--- src/rtl/bit_serial_sub_pkg.sv ---
// bit_serial_pkg: shared FSM encoding and counter sizing for the bit-serial subtractor
package bit_serial_pkg;

    typedef enum logic [1:0] {
        IDLE = 2'd0,
        RUN  = 2'd1,
        DONE = 2'd2
    } state_t;

    // Bit counter must represent 0..n without wrapping
    function automatic int cnt_w(input int n);
        return $clog2(n + 1);
    endfunction

endpackage

--- src/rtl/bit_serial_sub_fs.sv ---
// fs: single-bit full subtractor, x - y - bin
module fs (
    input  logic i_x,
    input  logic i_y,
    input  logic i_bin,
    output logic o_d,
    output logic o_bout
);

    assign o_d    = i_x ^ i_y ^ i_bin;
    assign o_bout = (~i_x & i_y) | (~(i_x ^ i_y) & i_bin);

endmodule

--- src/rtl/bit_serial_sub.sv ---
// bit_serial_sub: N-bit a - b - bin, one bit per clock LSB first through one fs cell
module bit_serial_sub
    import bit_serial_pkg::*;
#(
    parameter int N = 4
) (
    input  logic         clk,
    input  logic         rst_n,
    input  logic         i_start,
    input  logic [N-1:0] i_a,
    input  logic [N-1:0] i_b,
    input  logic         i_bin,
    output logic         o_busy,
    output logic         o_done,
    output logic [N-1:0] o_diff,
    output logic         o_bout
);

    localparam int CW = cnt_w(N);

    state_t        r_state;
    state_t        w_next;
    logic [N-1:0]  r_a;
    logic [N-1:0]  r_b;
    logic [N-1:0]  r_diff;
    logic          r_borrow;
    logic          r_bout;
    logic [CW-1:0] r_cnt;
    logic          w_d;
    logic          w_bout;
    logic          w_accept;
    logic          w_last;
    logic [N:0]    w_shift;

    fs u_fs (
        .i_x   (r_a[0]),
        .i_y   (r_b[0]),
        .i_bin (r_borrow),
        .o_d   (w_d),
        .o_bout(w_bout)
    );

    // Start is honoured in IDLE and DONE, never while bits are in flight
    assign w_accept = i_start && (r_state != RUN);
    assign w_last   = (r_cnt == CW'(N - 1));
    // Prepending the new bit and shifting keeps this valid even for N=1
    assign w_shift  = {w_d, r_diff} >> 1;

    assign o_diff = r_diff;
    assign o_bout = r_bout;

    // State register
    always_ff @(posedge clk or negedge rst_n) begin
        if (!rst_n) r_state <= IDLE;
        else        r_state <= w_next;
    end

    // Next-state and status outputs
    always_comb begin
        w_next = r_state;
        o_busy = (r_state == RUN);
        o_done = (r_state == DONE);
        case (r_state)
            IDLE:    w_next = w_accept ? RUN : IDLE;
            RUN:     w_next = w_last ? DONE : RUN;
            DONE:    w_next = w_accept ? RUN : IDLE;
            default: w_next = IDLE;
        endcase
    end

    // Operand load on accept, then one serial subtract step per RUN cycle
    always_ff @(posedge clk or negedge rst_n) begin
        if (!rst_n) begin
            r_a      <= '0;
            r_b      <= '0;
            r_diff   <= '0;
            r_borrow <= 1'b0;
            r_bout   <= 1'b0;
            r_cnt    <= '0;
        end else if (w_accept) begin
            r_a      <= i_a;
            r_b      <= i_b;
            r_borrow <= i_bin;
            r_cnt    <= '0;
        end else if (r_state == RUN) begin
            r_a      <= r_a >> 1;
            r_b      <= r_b >> 1;
            r_borrow <= w_bout;
            r_diff   <= w_shift[N-1:0];
            r_cnt    <= r_cnt + CW'(1);
            if (w_last) r_bout <= w_bout;
        end
    end

endmodule

--- config.mk ---
export PLATFORM = sky130hd
export DESIGN_NAME = bit_serial_sub
export DESIGN_NICKNAME = d
export VERILOG_FILES = /design/src/rtl/bit_serial_sub_pkg.sv /design/src/rtl/bit_serial_sub_fs.sv /design/src/rtl/bit_serial_sub.sv
export SDC_FILE = /design/constraint.sdc
export NUM_CORES = 1
export LEC_CHECK = 0
export CORE_ASPECT_RATIO = 0.75
export CORE_UTILIZATION = 53
export DETAILED_ROUTE_END_ITERATION = 8
export GPL_TIMING_DRIVEN = 0
export PLACE_DENSITY = 0.9
export REMOVE_ABC_BUFFERS = 1
export SLEW_MARGIN = 40
export SYNTH_ARGS = -nofsm -noshare
export SYNTH_HDL_FRONTEND = slang
export SYNTH_HIERARCHICAL = 1
export SYNTH_SLANG_ARGS = --single-unit
--- constraint.sdc ---
create_clock -name clk -period 4.1 [get_ports clk]
set_clock_uncertainty 0.15 [all_clocks]
set_input_delay 1.23 -clock clk [delete_from_list [all_inputs] [get_ports clk]]
set_output_delay 1.23 -clock clk [all_outputs]
set_load 0.05 [all_outputs]
==> run_summary.xml, run 1 <==
<?xml version="1.0" encoding="UTF-8"?>
<metrics>
  <group name="outcome">
    <metric name="status" unit="">finished clean</metric>
  </group>
  <group name="timing">
    <metric name="max_slew_margin" unit="%">51.3</metric>
    <metric name="worst_slew_pin_slew" unit="ns">0.730</metric>
    <metric name="finalHoldViolCount" unit="">0</metric>
    <metric name="max_clock_freq" unit="MHz">273</metric>
    <metric name="layout_min_cycle_time" unit="ns">3.66</metric>
    <metric name="count_of_final_max_slew_check_failures" unit="">0</metric>
    <metric name="fin_crit_sh" unit="%">89.2</metric>
    <metric name="setup_total_negative_slack" unit="ns">0</metric>
    <metric name="grt_setup_unrepaired" unit="">no</metric>
    <metric name="setup_viol" unit="">0</metric>
  </group>
  <group name="floorplanning">
    <metric name="die_width" unit="um">50.2</metric>
    <metric name="die_h" unit="um">38.1</metric>
    <metric name="core_area" unit="um2">1550</metric>
    <metric name="floorplan.initialDensity" unit="%">59.6</metric>
    <metric name="die_area" unit="um2">1910</metric>
    <metric name="rows" unit="">12</metric>
    <metric name="num_io_pins" unit="">19</metric>
  </group>
  <group name="grt">
    <metric name="grtUsageTotal" unit="%">19.7</metric>
    <metric name="grt_start_max_net_pins" unit="">20</metric>
    <metric name="wire_length_of_the_first_global_routing_pass" unit="um">2500</metric>
    <metric name="antenna_found_initial" unit="">0</metric>
    <metric name="remaining_overflow_grt" unit="">0</metric>
    <metric name="first_global_vias" unit="">522</metric>
  </group>
  <group name="setup_path">
    <metric name="reg2reg_depth" unit="">3</metric>
    <metric name="critical_path.reg2reg.startpoint" unit="">r_state[1]</metric>
    <metric name="setup.worst_path.end_class" unit="">primary output</metric>
    <metric name="launch_point_of_the_critical_path" unit="">r_state[1]</metric>
    <metric name="cp_data_arrival_time" unit="ns">2.28</metric>
    <metric name="criticalPathCategory" unit="">register to primary output</metric>
    <metric name="critical_path.max_fanout" unit="">13</metric>
    <metric name="critPathRequiredTime" unit="ns">2.72</metric>
    <metric name="critical_path.startpoint_type" unit="">register</metric>
  </group>
  <group name="synthesis">
    <metric name="synth.ff_latch_count" unit="">19</metric>
    <metric name="ys.warnings.count" unit="">6</metric>
    <metric name="synth.cell_area" unit="um2">922</metric>
    <metric name="ys_dominant_reg_cell" unit="">dfrtp_1</metric>
    <metric name="post-synth-top-area-cell" unit="">dfrtp_1</metric>
    <metric name="synth.lib_cells_used.distinct" unit="">15</metric>
    <metric name="synthArstFlopShare" unit="%">100</metric>
    <metric name="synthTopCellsByArea" unit="">dfrtp_1, mux2_2, mux2_4</metric>
    <metric name="synth_commonest_cells" unit="">dfrtp_1, mux2_2, mux2_4, inv_1, mux2i_1</metric>
    <metric name="synthesis.instances" unit="">64</metric>
    <metric name="synth_enable_flop_cells" unit="">0</metric>
    <metric name="synth.top_cell.area_share" unit="%">51.6</metric>
    <metric name="synthesis.area_per_instance" unit="um2">14.4</metric>
    <metric name="synth_seq_area_share" unit="%">51.6</metric>
    <metric name="yosysMostFrequentCell" unit="">dfrtp_1</metric>
  </group>
  <group name="clock_network">
    <metric name="deepest_clock_path_buffer_count" unit="">2</metric>
    <metric name="cts_htree_levels" unit="">1</metric>
    <metric name="clk-insertion-delay-late" unit="ns">0.29</metric>
    <metric name="clock_tree_from_tritoncts" unit="">done</metric>
    <metric name="cts_resized" unit="">0</metric>
    <metric name="number_of_buffers_inserted_during_clock_tree_synthesis" unit="">3</metric>
    <metric name="ctsHoldBuffers" unit="">0</metric>
    <metric name="clock_root_buffer_master" unit="">clkbuf_4</metric>
    <metric name="clock_sinks" unit="">19</metric>
    <metric name="cts_setup_buffers" unit="">0</metric>
    <metric name="clkTransAtPathRegs" unit="ns">0.10</metric>
  </group>
  <group name="power_and_ir_drop">
    <metric name="power-per-cell-area" unit="nW/um2">805</metric>
    <metric name="irDropWorstVdd" unit="V">0.000551</metric>
    <metric name="static-leakage-power" unit="nW">0.535</metric>
  </group>
  <group name="job">
    <metric name="max_cap_violations" unit="">0</metric>
  </group>
  <group name="finish">
    <metric name="final_layout_size_suffix_gt1_share" unit="%">32.1</metric>
    <metric name="area_delta_synth_final" unit="%">22.3</metric>
    <metric name="fill_cells" unit="">113</metric>
    <metric name="antenna-diode-count" unit="">0</metric>
    <metric name="final_util" unit="%">72.9</metric>
    <metric name="fin_nets" unit="">100</metric>
    <metric name="finish.instance_area" unit="um2">1130</metric>
  </group>
  <group name="min_path">
    <metric name="hold_path.class" unit="">register to register</metric>
    <metric name="worst_hold_startpoint" unit="">r_a[3]</metric>
    <metric name="min_delay_path_depth" unit="">1</metric>
  </group>
  <group name="placement">
    <metric name="gp_routability_congestion" unit="">0.674</metric>
    <metric name="dpl.hpwl" unit="um">1110</metric>
    <metric name="placedInstanceArea" unit="um2">1100</metric>
    <metric name="port_buffers" unit="">18</metric>
  </group>
  <group name="detailed_routing">
    <metric name="postRouteAntennaNets" unit="">0</metric>
    <metric name="detail_route.drc_violations" unit="">0</metric>
    <metric name="dr_total_vias" unit="">521</metric>
    <metric name="detailed_router_iteration_count_before_antenna_repair" unit="">1</metric>
    <metric name="route.final.wire_length" unit="um">1520</metric>
    <metric name="routed_wire_length_per_instance" unit="um">14.5</metric>
    <metric name="drt-vias-per-instance" unit="">4.96</metric>
    <metric name="detailedRoute.firstIterationViolations" unit="">0</metric>
  </group>
</metrics>
[per-stage QoR]
stage	power [mW]	setup slack [ns]	instances	hold WS (ns)
global route	0.967	0.328	105	0.387
CTS	0.916	0.418	105	0.369
global placement	0.795	0.771	101	0.335
finish	0.907	0.443	105	0.369
detailed placement	0.821	0.766	101	0.347
floorplan	0.673	1.61	62	0.324
[cell type report]
cell class | count | area, um2 | area share (%)
inverter | 7 | 26.3 | 2.33
tap | 21 | 26.3 | 2.33
sequential | 19 | 475 | 42.2
clock buffer | 4 | 26.3 | 2.33
multi-input combinational | 36 | 398 | 35.3
timing repair buffer | 18 | 175 | 15.5
[final timing paths]
path	endpoint	slack (ns)
worst max-delay path	o_busy	0.44
worst min-delay path	r_a[2]	0.37
worst max register to register	o_diff[2]	2.33
worst min register to register	r_a[2]	0.37
max in group asynchronous	o_diff[0]	2.80
min in group asynchronous	r_borrow	0.71
[layer usage]
layer  track usage, %  vias to the layer above  part of all wire [%]
li1                 -                      257                     -
met1             23.4                      248                    46
met2             33.3                       16                    48
met3             7.54                        0                   5.8
met4             6.43                        0                     0
met5                0                        -                     0
[placed cells by master, fill, tap and decap left out, drive strengths merged]
| master | count |
|---|---|
| nor2b | 2 |
| inv | 7 |
| buf | 1 |
| fa | 1 |
| nand2b | 3 |
| o22ai | 1 |
| nor2 | 2 |
| dfrtp | 19 |
| clkdlybuf4s50 | 17 |
| mux2 | 20 |
| nand3b | 1 |
| mux2i | 4 |
| ha | 2 |
| clkbuf | 4 |
[power breakdown]
part | internal (mW) | leakage, nW | total (mW) | switching [mW]
logic | 0.235 | 0.284 | 0.491 | 0.256
clock network | 0.0378 | 0.0150 | 0.0914 | 0.0535
registers | 0.273 | 0.235 | 0.325 | 0.0519
[cell families after synthesis]
group                    count (synthesis)  share of synthesized area [%]
AND/OR/NAND/NOR                          8                           5.56
flip-flops                              19                           51.6
multiplexers                            24                           32.0
AO/OA/AOI/OAI                            1                          0.679
buffers and inverters                    9                           5.29
adder cells (fa/ha/maj)                  3                           4.88
[registers in the layout (all words and copies together), names as in the netlist]
signal    cells
o_bout        1
o_diff        4
r_a           4
r_b           4
r_borrow      1
r_cnt         3
r_state       2
[worst max-delay path, cell delays in order, from the launching register on]
cell and delay [ns]:
dfrtp_1 0.40, nand2b_1 0.48, inv_2 0.27, clkdlybuf4s50_1 0.84
Power figures use the tool's default switching activity.
==> inputs of run 2 (changes only) <==
CORE_UTILIZATION = 52   (was 53)
PLACE_DENSITY = 0.89   (was 0.9)
SYNTH_HIERARCHICAL = default   (was 1)
==> run_summary.xml, run 2 <==
<?xml version="1.0" encoding="UTF-8"?>
<metrics>
  <group name="outcome">
    <metric name="status" unit="">finished clean</metric>
  </group>
  <group name="setup_path">
    <metric name="cp_top_family" unit="">buffers and inverters</metric>
    <metric name="cp_data_arrival_time" unit="ns">2.17</metric>
    <metric name="cp_num_cells" unit="">3</metric>
    <metric name="setup.worst_path.end_class" unit="">primary output</metric>
    <metric name="critical_path.max_fanout" unit="">14</metric>
    <metric name="critical_path_cell_with_the_highest_stage_delay" unit="">clkdlybuf4s50_1</metric>
    <metric name="reg2reg_depth" unit="">3</metric>
    <metric name="critPathRequiredTime" unit="ns">2.72</metric>
    <metric name="critical_path.cell_chain" unit="">nand2b_2, inv_1, clkdlybuf4s50_1</metric>
    <metric name="criticalPathCategory" unit="">register to primary output</metric>
    <metric name="max_stage_delay" unit="ns">0.84</metric>
    <metric name="critical_path.startpoint_type" unit="">register</metric>
    <metric name="path_buf_inv" unit="">2</metric>
  </group>
  <group name="synthesis">
    <metric name="synth_simple_gate_area_share" unit="%">5.37</metric>
    <metric name="synthesis.area_per_instance" unit="um2">14.2</metric>
    <metric name="post-synth-top-area-cell" unit="">dfrtp_1</metric>
    <metric name="post_synth_mux_area_share" unit="%">31.3</metric>
    <metric name="synth.top_cell.area_share" unit="%">52.3</metric>
    <metric name="synth.lib_cells_used.distinct" unit="">15</metric>
    <metric name="synth_top_family_by_area" unit="">multiplexers</metric>
    <metric name="yosysMostFrequentCell" unit="">dfrtp_1</metric>
    <metric name="synthArstFlopShare" unit="%">100</metric>
    <metric name="synth_seq_area_share" unit="%">52.3</metric>
    <metric name="synth_compound_gate_area_share" unit="%">0.689</metric>
    <metric name="synth.cell_area" unit="um2">908</metric>
    <metric name="ys_dominant_reg_cell" unit="">dfrtp_1</metric>
    <metric name="synthTopCellsByArea" unit="">dfrtp_1, mux2_2, mux2_4</metric>
    <metric name="synth_fa_ha_area_share" unit="%">4.96</metric>
    <metric name="synth.ff_latch_count" unit="">19</metric>
    <metric name="synth_enable_flop_cells" unit="">0</metric>
    <metric name="synthesis.instances" unit="">64</metric>
    <metric name="ys.warnings.count" unit="">0</metric>
    <metric name="synth_commonest_cells" unit="">dfrtp_1, mux2_2, inv_1, mux2i_1, mux2_4</metric>
    <metric name="synth_xor_area_share" unit="%">0</metric>
  </group>
  <group name="timing">
    <metric name="count_of_final_max_slew_check_failures" unit="">0</metric>
    <metric name="setup_total_negative_slack" unit="ns">0</metric>
    <metric name="worst_slack" unit="ns">0.549</metric>
    <metric name="setup_viol" unit="">0</metric>
    <metric name="grt_setup_unrepaired" unit="">no</metric>
    <metric name="max_slew_margin" unit="%">54.0</metric>
    <metric name="fin_crit_sh" unit="%">86.6</metric>
    <metric name="finalHoldViolCount" unit="">0</metric>
    <metric name="max_clock_freq" unit="MHz">282</metric>
    <metric name="worst_slew_pin_slew" unit="ns">0.687</metric>
    <metric name="layout_min_cycle_time" unit="ns">3.55</metric>
  </group>
  <group name="clock_network">
    <metric name="clock_sinks" unit="">19</metric>
    <metric name="cts_setup_buffers" unit="">0</metric>
    <metric name="clock_tree_from_tritoncts" unit="">done</metric>
    <metric name="ctsHoldBuffers" unit="">0</metric>
    <metric name="cts_htree_levels" unit="">1</metric>
    <metric name="cts_resized" unit="">0</metric>
    <metric name="clk-insertion-delay-late" unit="ns">0.30</metric>
    <metric name="clkTransAtPathRegs" unit="ns">0.11</metric>
    <metric name="clock_root_buffer_master" unit="">clkbuf_4</metric>
    <metric name="number_of_buffers_inserted_during_clock_tree_synthesis" unit="">3</metric>
    <metric name="deepest_clock_path_buffer_count" unit="">2</metric>
  </group>
  <group name="grt">
    <metric name="antenna_found_initial" unit="">0</metric>
    <metric name="met1_track_demand_over_resource" unit="%">22.1</metric>
    <metric name="grt.met2_usage" unit="%">36.3</metric>
    <metric name="remaining_overflow_grt" unit="">0</metric>
    <metric name="wire_length_of_the_first_global_routing_pass" unit="um">2560</metric>
    <metric name="global_route.peak_usage_layer" unit="">met2</metric>
    <metric name="grtUsageTotal" unit="%">20.6</metric>
    <metric name="grt_start_max_net_pins" unit="">20</metric>
    <metric name="first_global_vias" unit="">551</metric>
    <metric name="global_route.usage.met3" unit="%">8.73</metric>
  </group>
  <group name="detailed_routing">
    <metric name="route.final.wire_length" unit="um">1640</metric>
    <metric name="dr_total_vias" unit="">535</metric>
    <metric name="detailed_router_iteration_count_before_antenna_repair" unit="">2</metric>
    <metric name="detailedRoute.firstIterationViolations" unit="">2</metric>
    <metric name="detail_route.drc_violations" unit="">0</metric>
    <metric name="routed_wire_length_per_instance" unit="um">15.6</metric>
    <metric name="postRouteAntennaNets" unit="">0</metric>
    <metric name="drt-vias-per-instance" unit="">5.10</metric>
  </group>
  <group name="power_and_ir_drop">
    <metric name="irDropWorstVdd" unit="V">0.000513</metric>
    <metric name="p_clk_share" unit="%">10.4</metric>
    <metric name="power-per-cell-area" unit="nW/um2">795</metric>
    <metric name="p_seq_share" unit="%">36.9</metric>
    <metric name="switching_share" unit="%">40.7</metric>
    <metric name="p_sw" unit="uW">361</metric>
    <metric name="static-leakage-power" unit="nW">0.540</metric>
    <metric name="share_comb_of_total_power" unit="%">52.8</metric>
    <metric name="post-layout-total-power" unit="uW">886</metric>
    <metric name="intPower" unit="uW">525</metric>
  </group>
  <group name="job">
    <metric name="max_cap_violations" unit="">0</metric>
  </group>
  <group name="floorplanning">
    <metric name="die_area" unit="um2">1920</metric>
    <metric name="floorplan.initialDensity" unit="%">58.2</metric>
    <metric name="die_width" unit="um">50.3</metric>
    <metric name="rows" unit="">12</metric>
    <metric name="num_io_pins" unit="">19</metric>
    <metric name="core_area" unit="um2">1560</metric>
    <metric name="die_h" unit="um">38.2</metric>
  </group>
  <group name="placement">
    <metric name="gp_routability_congestion" unit="">0.701</metric>
    <metric name="placedInstanceArea" unit="um2">1090</metric>
    <metric name="preCtsSetupSlack" unit="ns">0.866</metric>
    <metric name="placed_cells_incl_taps" unit="">101</metric>
    <metric name="dpl.hpwl" unit="um">1180</metric>
    <metric name="port_buffers" unit="">18</metric>
  </group>
  <group name="min_path">
    <metric name="min_delay_path_depth" unit="">1</metric>
    <metric name="hold_path.class" unit="">register to register</metric>
  </group>
  <group name="finish">
    <metric name="area_delta_synth_final" unit="%">22.7</metric>
    <metric name="final_cell_mix" unit="">dfrtp_1, clkdlybuf4s50_1, mux2_2, inv_1, mux2i_1</metric>
    <metric name="final_layout_size_suffix_gt1_share" unit="%">23.8</metric>
    <metric name="finish.instance_area" unit="um2">1110</metric>
    <metric name="antenna-diode-count" unit="">0</metric>
    <metric name="post_layout_nonfiller_instances" unit="">105</metric>
    <metric name="fin_nets" unit="">100</metric>
    <metric name="layout_commonest_cell" unit="">dfrtp_1</metric>
  </group>
</metrics>
## run 2: cell count changes after synthesis, sizes merged
cell / delta
mux2i: +3
mux2: -3
## run 2: worst paths after layout
| path | start | end | slack [ns] |
|---|---|---|---|
| worst min register to register | r_b[2] | r_b[1] | 0.34 |
| worst max-delay path | r_state[1] | o_busy | 0.55 |
| max in group asynchronous | rst_n | o_diff[3] | 2.80 |
| worst max register to register | r_state[1] | o_diff[3] | 2.44 |
| worst min-delay path | r_b[2] | r_b[1] | 0.34 |
| min in group asynchronous | rst_n | r_b[0] | 0.70 |
## run 2: power groups by stage
stage                     logic [mW]  registers, mW  clock network (mW)
after global routing           0.499          0.335               0.107
after detailed placement       0.471          0.331                   0
final                          0.468          0.326              0.0919
after global placement         0.452          0.323                   0
after CTS                      0.474          0.327              0.0985
after floorplan                0.250          0.406                   0
## run 2: area by class of cell
cell class / instances / area [um2]
inverters: 7 / 26.3
flip-flops and latches: 19 / 475
well taps: 21 / 26.3
multi-input cells: 36 / 384
fillers: 114 / 447
clock inverters: 1 / 5.00
clock buffers: 3 / 22.5
repair buffers: 18 / 175
## run 2: stage by stage
step                util, %  hold WS, ns
finish                 71.4        0.344
global route           71.4        0.373
detailed placement     70.0        0.325
CTS                    71.7        0.353
floorplan                 -        0.303
global placement       70.0        0.315
## run 2: cell families after synthesis
| family | after synthesis |
|---|---|
| multiplexers | 24 |
| AND/OR/NAND/NOR | 8 |
| flip-flops | 19 |
| buffers and inverters | 9 |
| AO/OA/AOI/OAI | 1 |
| adder cells (fa/ha/maj) | 3 |
## run 2: worst register-to-register path, delay by kind of cell, from the launching register on
kind,cells,cell delay [ns]
buffers and inverters,1,0.28
flip-flops,1,0.39
multiplexers,1,0.36
AND/OR/NAND/NOR,1,0.37
## run 2: per-layer routing
metal,routed length [um],up-vias
met5,0,-
met2,812,17
met4,19,0
met1,712,263
li1,-,253
met3,91,2
